[config.mk]
export PLATFORM = sky130hd
export DESIGN_NAME = memory_arbiter
export DESIGN_NICKNAME = d
export VERILOG_FILES = /design/src/rtl/memory_arbiter_pkg.sv /design/src/rtl/memory_arbiter.sv
export SDC_FILE = /design/constraint.sdc
export NUM_CORES = 1
export LEC_CHECK = 0
export CAP_MARGIN = 10
export CORE_MARGIN = 8
export CORE_UTILIZATION = 39
export CTS_CLUSTER_DIAMETER = 80
export DETAILED_ROUTE_END_ITERATION = 6
export GPL_TIMING_DRIVEN = 0
export PLACE_DENSITY = 0.8
export SYNTH_ARGS = -nofsm -noshare
export SYNTH_HDL_FRONTEND = slang
export SYNTH_SLANG_ARGS = --single-unit
[constraint.sdc]
create_clock -name clk_in -period 1.85 [get_ports clk_in]
set_input_delay 0.185 -clock clk_in [delete_from_list [all_inputs] [get_ports clk_in]]
set_output_delay 0.185 -clock clk_in [all_outputs]
set_load 0.03 [all_outputs]
[src/rtl/memory_arbiter_pkg.sv]
// Shared definitions for the memory arbiter: FSM state encoding and the
// access-size codes also used by the data cache and load/store buffer.
package memory_arbiter_pkg;

  typedef enum logic [1:0] {
    ST_IDLE      = 2'b00,
    ST_BUSY_INS  = 2'b01,
    ST_BUSY_DATA = 2'b10,
    ST_DRAIN_INS = 2'b11
  } arb_state_e;

  localparam logic [1:0] SIZE_BYTE = 2'b00;
  localparam logic [1:0] SIZE_HALF = 2'b01;
  localparam logic [1:0] SIZE_WORD = 2'b10;

endpackage

[src/rtl/memory_arbiter.sv]
// Arbitrates the single word-level memory adaptor between the instruction
// refill port and the load/store data port. Data has priority, bounded by a
// streak counter so a pending instruction fetch cannot starve.
//
// state        | meaning
// ST_IDLE      | no access outstanding; grant decision made here
// ST_BUSY_INS  | instruction fetch outstanding at the adaptor
// ST_BUSY_DATA | data load/store outstanding at the adaptor
// ST_DRAIN_INS | flushed fetch still outstanding; result is discarded
module memory_arbiter
  import memory_arbiter_pkg::*;
#(
  parameter int MAX_DATA_STREAK = 4
) (
  input  logic        clk_in,
  input  logic        rst_in,
  input  logic        rdy_in,
  input  logic        flush_pipline,
  input  logic        ins_req,
  input  logic [31:0] ins_addr,
  output logic        ins_done,
  output logic [31:0] ins_rdata,
  input  logic        data_req,
  input  logic [31:0] data_addr,
  input  logic        data_is_write,
  input  logic [1:0]  data_size,
  input  logic [31:0] data_wdata,
  output logic        data_done,
  output logic [31:0] data_rdata,
  output logic        mem_req,
  output logic [31:0] mem_addr,
  output logic        mem_is_write,
  output logic [1:0]  mem_size,
  output logic [31:0] mem_wdata,
  input  logic [31:0] mem_rdata,
  input  logic        mem_done
);

  localparam int STREAK_W = $clog2(MAX_DATA_STREAK + 1);
  localparam logic [STREAK_W-1:0] STREAK_MAX = STREAK_W'(MAX_DATA_STREAK);

  arb_state_e          state_q, state_d;
  logic [STREAK_W-1:0] streak_q, streak_d;
  logic                mem_req_q, mem_req_d;
  logic [31:0]         mem_addr_q, mem_addr_d;
  logic                mem_is_write_q, mem_is_write_d;
  logic [1:0]          mem_size_q, mem_size_d;
  logic [31:0]         mem_wdata_q, mem_wdata_d;
  logic                ins_done_q, ins_done_d;
  logic [31:0]         ins_rdata_q, ins_rdata_d;
  logic                data_done_q, data_done_d;
  logic [31:0]         data_rdata_q, data_rdata_d;

  logic ins_elig, data_elig, grant_data, grant_ins;

  // A requester whose done is showing this cycle is still holding req for the
  // finished transaction, so it must not be granted again.
  assign ins_elig   = ins_req && !ins_done_q && !flush_pipline;
  assign data_elig  = data_req && !data_done_q;
  assign grant_data = (state_q == ST_IDLE) && data_elig &&
                      !(ins_elig && (streak_q == STREAK_MAX));
  assign grant_ins  = (state_q == ST_IDLE) && ins_elig && !grant_data;

  // Next-state, streak and registered-output computation.
  always_comb begin
    state_d        = state_q;
    streak_d       = streak_q;
    mem_req_d      = mem_req_q;
    mem_addr_d     = mem_addr_q;
    mem_is_write_d = mem_is_write_q;
    mem_size_d     = mem_size_q;
    mem_wdata_d    = mem_wdata_q;
    ins_done_d     = 1'b0;
    ins_rdata_d    = ins_rdata_q;
    data_done_d    = 1'b0;
    data_rdata_d   = data_rdata_q;

    case (state_q)
      ST_IDLE: begin
        if (grant_data) begin
          state_d        = ST_BUSY_DATA;
          mem_req_d      = 1'b1;
          mem_addr_d     = data_addr;
          mem_is_write_d = data_is_write;
          mem_size_d     = data_size;
          mem_wdata_d    = data_wdata;
        end else if (grant_ins) begin
          state_d        = ST_BUSY_INS;
          mem_req_d      = 1'b1;
          mem_addr_d     = ins_addr;
          mem_is_write_d = 1'b0;
          mem_size_d     = SIZE_WORD;
          mem_wdata_d    = 32'h0;
        end
      end
      ST_BUSY_INS: begin
        if (mem_done) begin
          state_d   = ST_IDLE;
          mem_req_d = 1'b0;
          if (!flush_pipline) begin
            ins_done_d  = 1'b1;
            ins_rdata_d = mem_rdata;
          end
        end else if (flush_pipline) begin
          state_d = ST_DRAIN_INS;
        end
      end
      ST_BUSY_DATA: begin
        if (mem_done) begin
          state_d      = ST_IDLE;
          mem_req_d    = 1'b0;
          data_done_d  = 1'b1;
          data_rdata_d = mem_rdata;
        end
      end
      ST_DRAIN_INS: begin
        if (mem_done) begin
          state_d   = ST_IDLE;
          mem_req_d = 1'b0;
        end
      end
      default: begin
        state_d   = ST_IDLE;
        mem_req_d = 1'b0;
      end
    endcase

    if (!ins_req || grant_ins) begin
      streak_d = '0;
    end else if (grant_data && (streak_q != STREAK_MAX)) begin
      streak_d = streak_q + STREAK_W'(1);
    end
  end

  // State and output registers; everything holds while rdy_in is low.
  always_ff @(posedge clk_in) begin
    if (rst_in) begin
      state_q        <= ST_IDLE;
      streak_q       <= '0;
      mem_req_q      <= 1'b0;
      mem_addr_q     <= 32'h0;
      mem_is_write_q <= 1'b0;
      mem_size_q     <= 2'b00;
      mem_wdata_q    <= 32'h0;
      ins_done_q     <= 1'b0;
      ins_rdata_q    <= 32'h0;
      data_done_q    <= 1'b0;
      data_rdata_q   <= 32'h0;
    end else if (rdy_in) begin
      state_q        <= state_d;
      streak_q       <= streak_d;
      mem_req_q      <= mem_req_d;
      mem_addr_q     <= mem_addr_d;
      mem_is_write_q <= mem_is_write_d;
      mem_size_q     <= mem_size_d;
      mem_wdata_q    <= mem_wdata_d;
      ins_done_q     <= ins_done_d;
      ins_rdata_q    <= ins_rdata_d;
      data_done_q    <= data_done_d;
      data_rdata_q   <= data_rdata_d;
    end
  end

  assign mem_req      = mem_req_q;
  assign mem_addr     = mem_addr_q;
  assign mem_is_write = mem_is_write_q;
  assign mem_size     = mem_size_q;
  assign mem_wdata    = mem_wdata_q;
  assign ins_done     = ins_done_q;
  assign ins_rdata    = ins_rdata_q;
  assign data_done    = data_done_q;
  assign data_rdata   = data_rdata_q;

endmodule

==> results.ini, run 1 <==
[power]
p_leak_nw = 3.161
power_density_nw_per_um2 = 884.7
ir_drop_mv = 0.5943
finalPower_mw = 7.690

[synthesis]
syn_inst = 596
yosysTopAreaCellShare = 0.5428
synth-seq-cells = 139
yosysTopAreaCell = dfxtp_1
synthXorXnorAreaFrac = 0
ys_seq_area_frac = 0.5428
synthSimpleGateAreaFrac = 0.1972
ys_top_cells_by_count = 196 x nand2_1, 139 x dfxtp_1, 68 x a21oi_1
synth_most_common_cell = nand2_1
synth_top_family_by_area = compound AO/OA/AOI/OAI gates
synth-adder-area-share = 0.004882
syn_avg_cell_area_um2 = 8.601
synth_edf_count = 0
synth-compound-area-share = 0.2038
yosys.cell_types.count = 35
synthFlopType = dfxtp_1
async_flop_share = 0
synthTopCellsByArea = dfxtp_1 54%, nand2_1 14%, a21oi_1 6.6%, a22o_1 5.8%, a311oi_1 5.5%
synthMuxAreaShare = 0
synth_area_um2 = 5126
yosys_warnings = 0
synthesis.nets = 736

[placement]
dp_slack_ns = -0.4204
globalplace.congestion = 0.8123
post-place-cells = 1041
dpl_cell_area_um2 = 8039
place_hpwl_um = 13660
numPortBuffers = 269

[clock_network]
clock_latency_ns = 0.41
cts_hold_buf = 0
clock-root-buffer = clkbuf_16
clk_pin_slew_ns = 0.06
clkSinkCount = 139
cts_buffers = 17
cts_tree = done
clock_path_buffers = 2
cts_max_level = 4

[routing]
firstDrtPassIters = 5
via_per_inst = 4.911
routed_wl_um = 18020
drt_iter0_markers = 293
ant_nets = 0
vias = 5284
drc = 0
avgRoutedWirePerCell_um = 16.74

[worst_setup_path]
critPathRequiredTime_ns = 2.15
critPathKind = reg2reg
crit_buf_inv = 1
crit_chain = or3b_4 -> o2111ai_2 -> nor2_4 -> clkbuf_4 -> a22o_1
crit_slowest_cell = or3b_4
critPathLaunchType = flop
crit_arrival_ns = 2.11
critPathMaxStageDelay_ns = 0.46
critical-path-top-delay-family = simple AND/OR/NAND/NOR gates
path_max_fanout = 10
crit_path_end_kind = flop

[sta]
worst_slack_ns = 0.04179
fin_setup_tns_ns = 0
min_period_over_period = 0.9774
hold_viol = 0
setup_viol = 0
maxSlewViolCount = 0
max_freq_ghz = 0.5530
worst_pin_slew_ns = 0.5745
whs_ns = 0.1960
min_period_ns = 1.808
max_slew_margin = 0.6170
clock-skew-final_ns = 0.008121

[global_routing]
grt_pass1_wl_um = 27030
grt_pass1_vias = 5156
antenna_found_initial = 0
grt_overflow = 0
grt_max_degree = 17
grt_usage = 0.2036

[outcome]
status = finished, final reports clean

[floorplan]
io_pins = 272
rows = 42
die-width_um = 130.6
fp.dieArea_um2 = 17070
start_util = 0.3933
core_um2 = 13030
die_h_um = 130.6

[layout]
fin_area_um2 = 8692
fin_util = 0.6670
drive_gt1_frac = 0.09000
antenna_cells = 0
areaGrowthSynthToFinish_pct = 69.56
fin_nets = 1027
stdcell_count = 1076

[job]
cap_violations = 0

[worst_hold_path]
hold_path.class = in2reg

[layout by cell type (no fill, tap or decap), drive strengths merged]
cell type / n
a21oi: 68
clkinvlp: 4
bufinv: 1
a21boi: 1
nand2b: 4
ha: 2
a31oi: 1
a22o: 34
nor3b: 3
dfxtp: 139
clkinv: 5
clkdlybuf4s50: 269
o311ai: 1
nand2: 196
o21ai: 4
a221oi: 1
or3b: 1
o21a: 2
a311o: 1
o2111ai: 1
o32ai: 1
a32oi: 1
nor4b: 1
buf: 22
nor2b: 3
clkbuf: 50
a311oi: 32
inv: 7
nor3: 2
nor4: 1
o22ai: 2
or3: 2
nor2: 37
nand4: 1
[cell type report]
type | instances | area (µm²)
repair buffers | 272 | 2715
clock inverters | 11 | 93.84
inverters | 6 | 22.52
multi-input cells | 403 | 2128
flip-flops and latches | 139 | 2783
clock buffers | 21 | 470.5
well taps | 176 | 220.2
plain buffers | 48 | 259.0
fillers | 1093 | 4340
[cells by family (layout without fill, tap and decap cells)]
| kind of cell | count (synthesis) | after routing |
|---|---|---|
| adder cells (fa/ha/maj) | 2 | 2 |
| AO/OA/AOI/OAI | 150 | 150 |
| flip-flops | 139 | 139 |
| buffers and inverters | 54 | 358 |
| AND/OR/NAND/NOR | 251 | 251 |
[layer usage]
metal | vias up | share of wire | global-route usage
met1 | 2445 | 0.39 | 0.2299
met4 | 0 | 0.024 | 0.08575
met5 | - | 0 | 0
li1 | 2620 | - | -
met3 | 35 | 0.081 | 0.06575
met2 | 184 | 0.50 | 0.3471
[sequential cells by signal, summed over array words and instances, names as in the netlist, 2 cells and up]
signal and cells:
ins_rdata 32, data_rdata 32, streak_q 3, mem_size 2, state_q 2, mem_addr 32, mem_wdata 32
[report_power, final]
| group | total, mW | internal, mW | switching [mW] |
|---|---|---|---|
| Sequential | 3.19 | 3.12 | 0.0631 |
| Combinational | 1.29 | 0.631 | 0.660 |
| Clock | 3.21 | 1.95 | 1.27 |
[worst reg2reg max path, stage by stage (launching register included)]
cell and delay [ns]:
dfxtp_1 0.37, or3b_4 0.46, o2111ai_2 0.34, nor2_4 0.11, clkbuf_4 0.22, a22o_1 0.20
[repair_timing]
item | in CTS | in global routing
setup buffers | 0 | 3
pin swaps | 0 | 1
cloned | 0 | 0
endpoints found under the setup margin | 45 | 99
hold endpoints to repair | 0 | 0
resized for setup | 7 | 25
[final timing paths]
kind,start,endpoint,slack [ns],cells after the start
worst max register to register,ins_done,mem_wdata[26],0.04,5
worst max-delay path,ins_done,mem_wdata[26],0.04,5
worst min register to register,data_rdata[9],data_rdata[9],0.45,2
worst min-delay path,rdy_in,state_q[1],0.20,3
Note: power is estimated with default switching activity, not from simulation.
==> run 2: changes to the inputs <==
--- a/config.mk
+++ b/config.mk
@@ -14,2 +14,3 @@
 export PLACE_DENSITY = 0.8
+export SLEW_MARGIN = 20
 export SYNTH_ARGS = -nofsm -noshare
==> constraint.sdc (replaced) <==
create_clock -name clk_in -period 1.7 [get_ports clk_in]
set_input_delay 0.255 -clock clk_in [delete_from_list [all_inputs] [get_ports clk_in]]
set_output_delay 0.255 -clock clk_in [all_outputs]
set_load 0.03 [all_outputs]
==> run 2 against run 1 <==
First-iteration DRC count fell by 16%. Sequential share of layout area decreased by 0.74 points. Routed wire length up 3.5%. Register-to-register slack got worse by 0.02 ns. Combinational power up 10%. Clock skew increased by 0.0021 ns. Critical path depth rose by 1. Clock-buffer cell count is the same. Via count grew 1.9%. Non-clock buffer count rose by 9. Clock power grew 9.0%. Total power grew 8.9%. Critical path type unchanged. Largest cell class unchanged.
==> results.ini, run 2 (same netlist as run 1, synthesis figures left out) <==
[outcome]
status = finished, final reports clean  ; unchanged

[worst_setup_path]
r2r-start = ins_done  ; unchanged
crit_arrival_ns = 1.98  ; was 2.11 ns
critPathLaunchType = flop  ; unchanged
critPathMaxStageDelay_ns = 0.42  ; was 0.46 ns
critPathRequiredTime_ns = 2.00  ; was 2.15 ns
worstSetupStartpoint = ins_done  ; unchanged
critPathKind = reg2reg  ; unchanged
crit_chain = or3b_4 -> o2111ai_4 -> nor2_4 -> buf_12 -> buf_6 -> a22o_1  ; was or3b_4 -> o2111ai_2 -> nor2_4 -> clkbuf_4 -> a22o_1
path_max_fanout = 8  ; was 10
crit_slowest_cell = or3b_4  ; unchanged
crit_path_end_kind = flop  ; unchanged

[job]
cap_violations = 0  ; unchanged

[power]
p_int_mw = 6.182  ; was 5.698 mW
clkPwrFrac = 0.418  ; about the same
swShare = 0.2616  ; was 0.2590
switchingPower_mw = 2.191  ; was 1.992 mW
finalPower_mw = 8.373  ; was 7.690 mW
p_comb_frac = 0.169  ; was 0.168
power_density_nw_per_um2 = 939.6  ; was 884.7 nW/µm²
ir_drop_mv = 0.6203  ; was 0.5943 mV
seq_power_share = 0.413  ; was 0.414
p_leak_nw = 4.302  ; was 3.161 nW

[sta]
max_slew_margin = 0.6283  ; was 0.6170
max_freq_ghz = 0.5943  ; was 0.5530 GHz
min_period_over_period = 0.9898  ; was 0.9774
min_period_ns = 1.683  ; was 1.808 ns
clock-skew-final_ns = 0.01022  ; was 0.008121 ns
worst_pin_slew_ns = 0.5575  ; was 0.5745 ns
hold_viol = 0  ; unchanged
fin_setup_tns_ns = 0  ; unchanged
worst_slack_ns = 0.01734  ; was 0.04179 ns
setup_viol = 0  ; unchanged
whs_ns = 0.2886  ; was 0.1960 ns
maxSlewViolCount = 0  ; unchanged

[routing]
firstDrtPassIters = 4  ; was 5
vias = 5385  ; was 5284
avgRoutedWirePerCell_um = 17.17  ; was 16.74 µm
via_per_inst = 4.959  ; was 4.911
ant_nets = 0  ; unchanged
drt_iter0_markers = 247  ; was 293
routed_wl_um = 18640  ; was 18020 µm
drc = 0  ; unchanged

[layout]
seqCellArea_um2 = 2786  ; was 2783 µm²
fin_util = 0.6838  ; was 0.6670
mostFrequentLayoutCells = 194 x nand2_1, 142 x clkdlybuf4s50_1, 138 x dfxtp_1  ; was 269 x clkdlybuf4s50_1, 195 x nand2_1, 139 x dfxtp_1
final_common_cell = nand2_1  ; was clkdlybuf4s50_1
drive_gt1_frac = 0.1078  ; was 0.09000
fin_area_um2 = 8911  ; was 8692 µm²
stdcell_count = 1086  ; was 1076
fillCellCount = 1082  ; was 1093
multi_input_area_um2 = 2188  ; was 2128 µm²
fin_nets = 1036  ; was 1027
areaGrowthSynthToFinish_pct = 73.83  ; was 69.56%

[placement]
dpl_cell_area_um2 = 8039  ; unchanged
place_hpwl_um = 13660  ; unchanged
globalplace.congestion = 0.8123  ; unchanged
dp_slack_ns = -0.6404  ; was -0.4204 ns
post-place-cells = 1041  ; unchanged
numPortBuffers = 269  ; unchanged

[clock_network]
clkSinkCount = 139  ; unchanged
clock_path_buffers = 2  ; unchanged
cts_buffers = 17  ; unchanged
cts_tree = done  ; unchanged
clock-root-buffer = clkbuf_16  ; unchanged
clk_pin_slew_ns = 0.06  ; about the same
clock_latency_ns = 0.42  ; was 0.41 ns
cts_max_level = 4  ; unchanged

[global_routing]
grt_pass1_wl_um = 27300  ; was 27030 µm
antenna_found_initial = 1  ; was 0
grt_usage = 0.2053  ; was 0.2036
grt_overflow = 0  ; unchanged
grt_max_degree = 17  ; unchanged
grt_pass1_vias = 5198  ; was 5156

[floorplan]
io_pins = 272  ; unchanged
core_um2 = 13030  ; unchanged
fp.dieArea_um2 = 17070  ; unchanged
die_h_um = 130.6  ; unchanged
rows = 42  ; unchanged
start_util = 0.3933  ; unchanged
die-width_um = 130.6  ; unchanged

[worst_hold_path]
hold_path.class = in2reg  ; unchanged
min_from = ins_req  ; was rdy_in

[run 2: cell count changes in the layout (fill, tap and decap cells not counted), moves of 3 or more]
cell             change
clkdlybuf4s50_1    -127
buf_8                +3
buf_6                +8
buf_4                +8
dlygate4sd2_1       +88
dlymetal6s2s_1      +39
clkbuf_2             -8
[run 2: power groups by stage]
stage | registers [mW] | clock network (mW) | logic, mW
2_1_floorplan | 3.80 | 0 | 0.402
3_3_place_gp | 3.53 | 0 | 1.38
3_5_place_dp | 3.53 | 0 | 1.38
4_1_cts | 3.46 | 3.56 | 1.37
5_1_grt | 3.48 | 3.71 | 1.51
6_report | 3.46 | 3.50 | 1.42
[run 2: worst max-delay path, delay by kind of cell, from the launching register on]
| family | cells | cell delay (ns) |
|---|---|---|
| compound gates | 2 | 0.43 |
| flops | 1 | 0.35 |
| buf+inv | 2 | 0.29 |
| simple gates | 2 | 0.49 |
[run 2: area by class of cell]
| cell class | instances | share of cell area |
|---|---|---|
| timing repair buffer | 283 | 0.3148 |
| sequential | 139 | 0.3127 |
| multi-input combinational | 403 | 0.2456 |
| clock buffer | 21 | 0.05279 |
| buffer | 46 | 0.03609 |
| tap | 176 | 0.02471 |
| clock inverter | 11 | 0.01053 |
| inverter | 6 | 0.002527 |
| antenna | 1 | 0.0002808 |
[run 2: final timing paths]
path | slack [ns] | cells after the start | end
worst max-delay path | 0.02 | 6 | mem_wdata[27]
worst min-delay path | 0.29 | 3 | streak_q[0]
worst max register to register | 0.02 | 6 | mem_wdata[27]
worst min register to register | 0.45 | 2 | ins_rdata[4]
[run 2: what timing repair did]
| action | CTS | global route |
|---|---|---|
| pin swaps | 1 | 6 |
| setup buffers | 5 | 6 |
| endpoints found under the setup margin | 205 | 158 |
| resized for setup | 120 | 82 |
| hold buffers | 0 | 0 |
| cloned | 0 | 3 |
[run 2: metal layers]
| layer | part of all wire | track usage | routed length, µm |
|---|---|---|---|
| met5 | 0 | 0 | 0 |
| met4 | 0.024 | 0.08575 | 440 |
| met3 | 0.080 | 0.06372 | 1496 |
| met2 | 0.51 | 0.3550 | 9463 |
| met1 | 0.39 | 0.2296 | 7243 |
==> run 3: changes to the inputs <==
- CTS_CLUSTER_DIAMETER: 80 -> not set
==> results of run 3 <==
Final layout, timing and power as in run 2 (identical DEF).
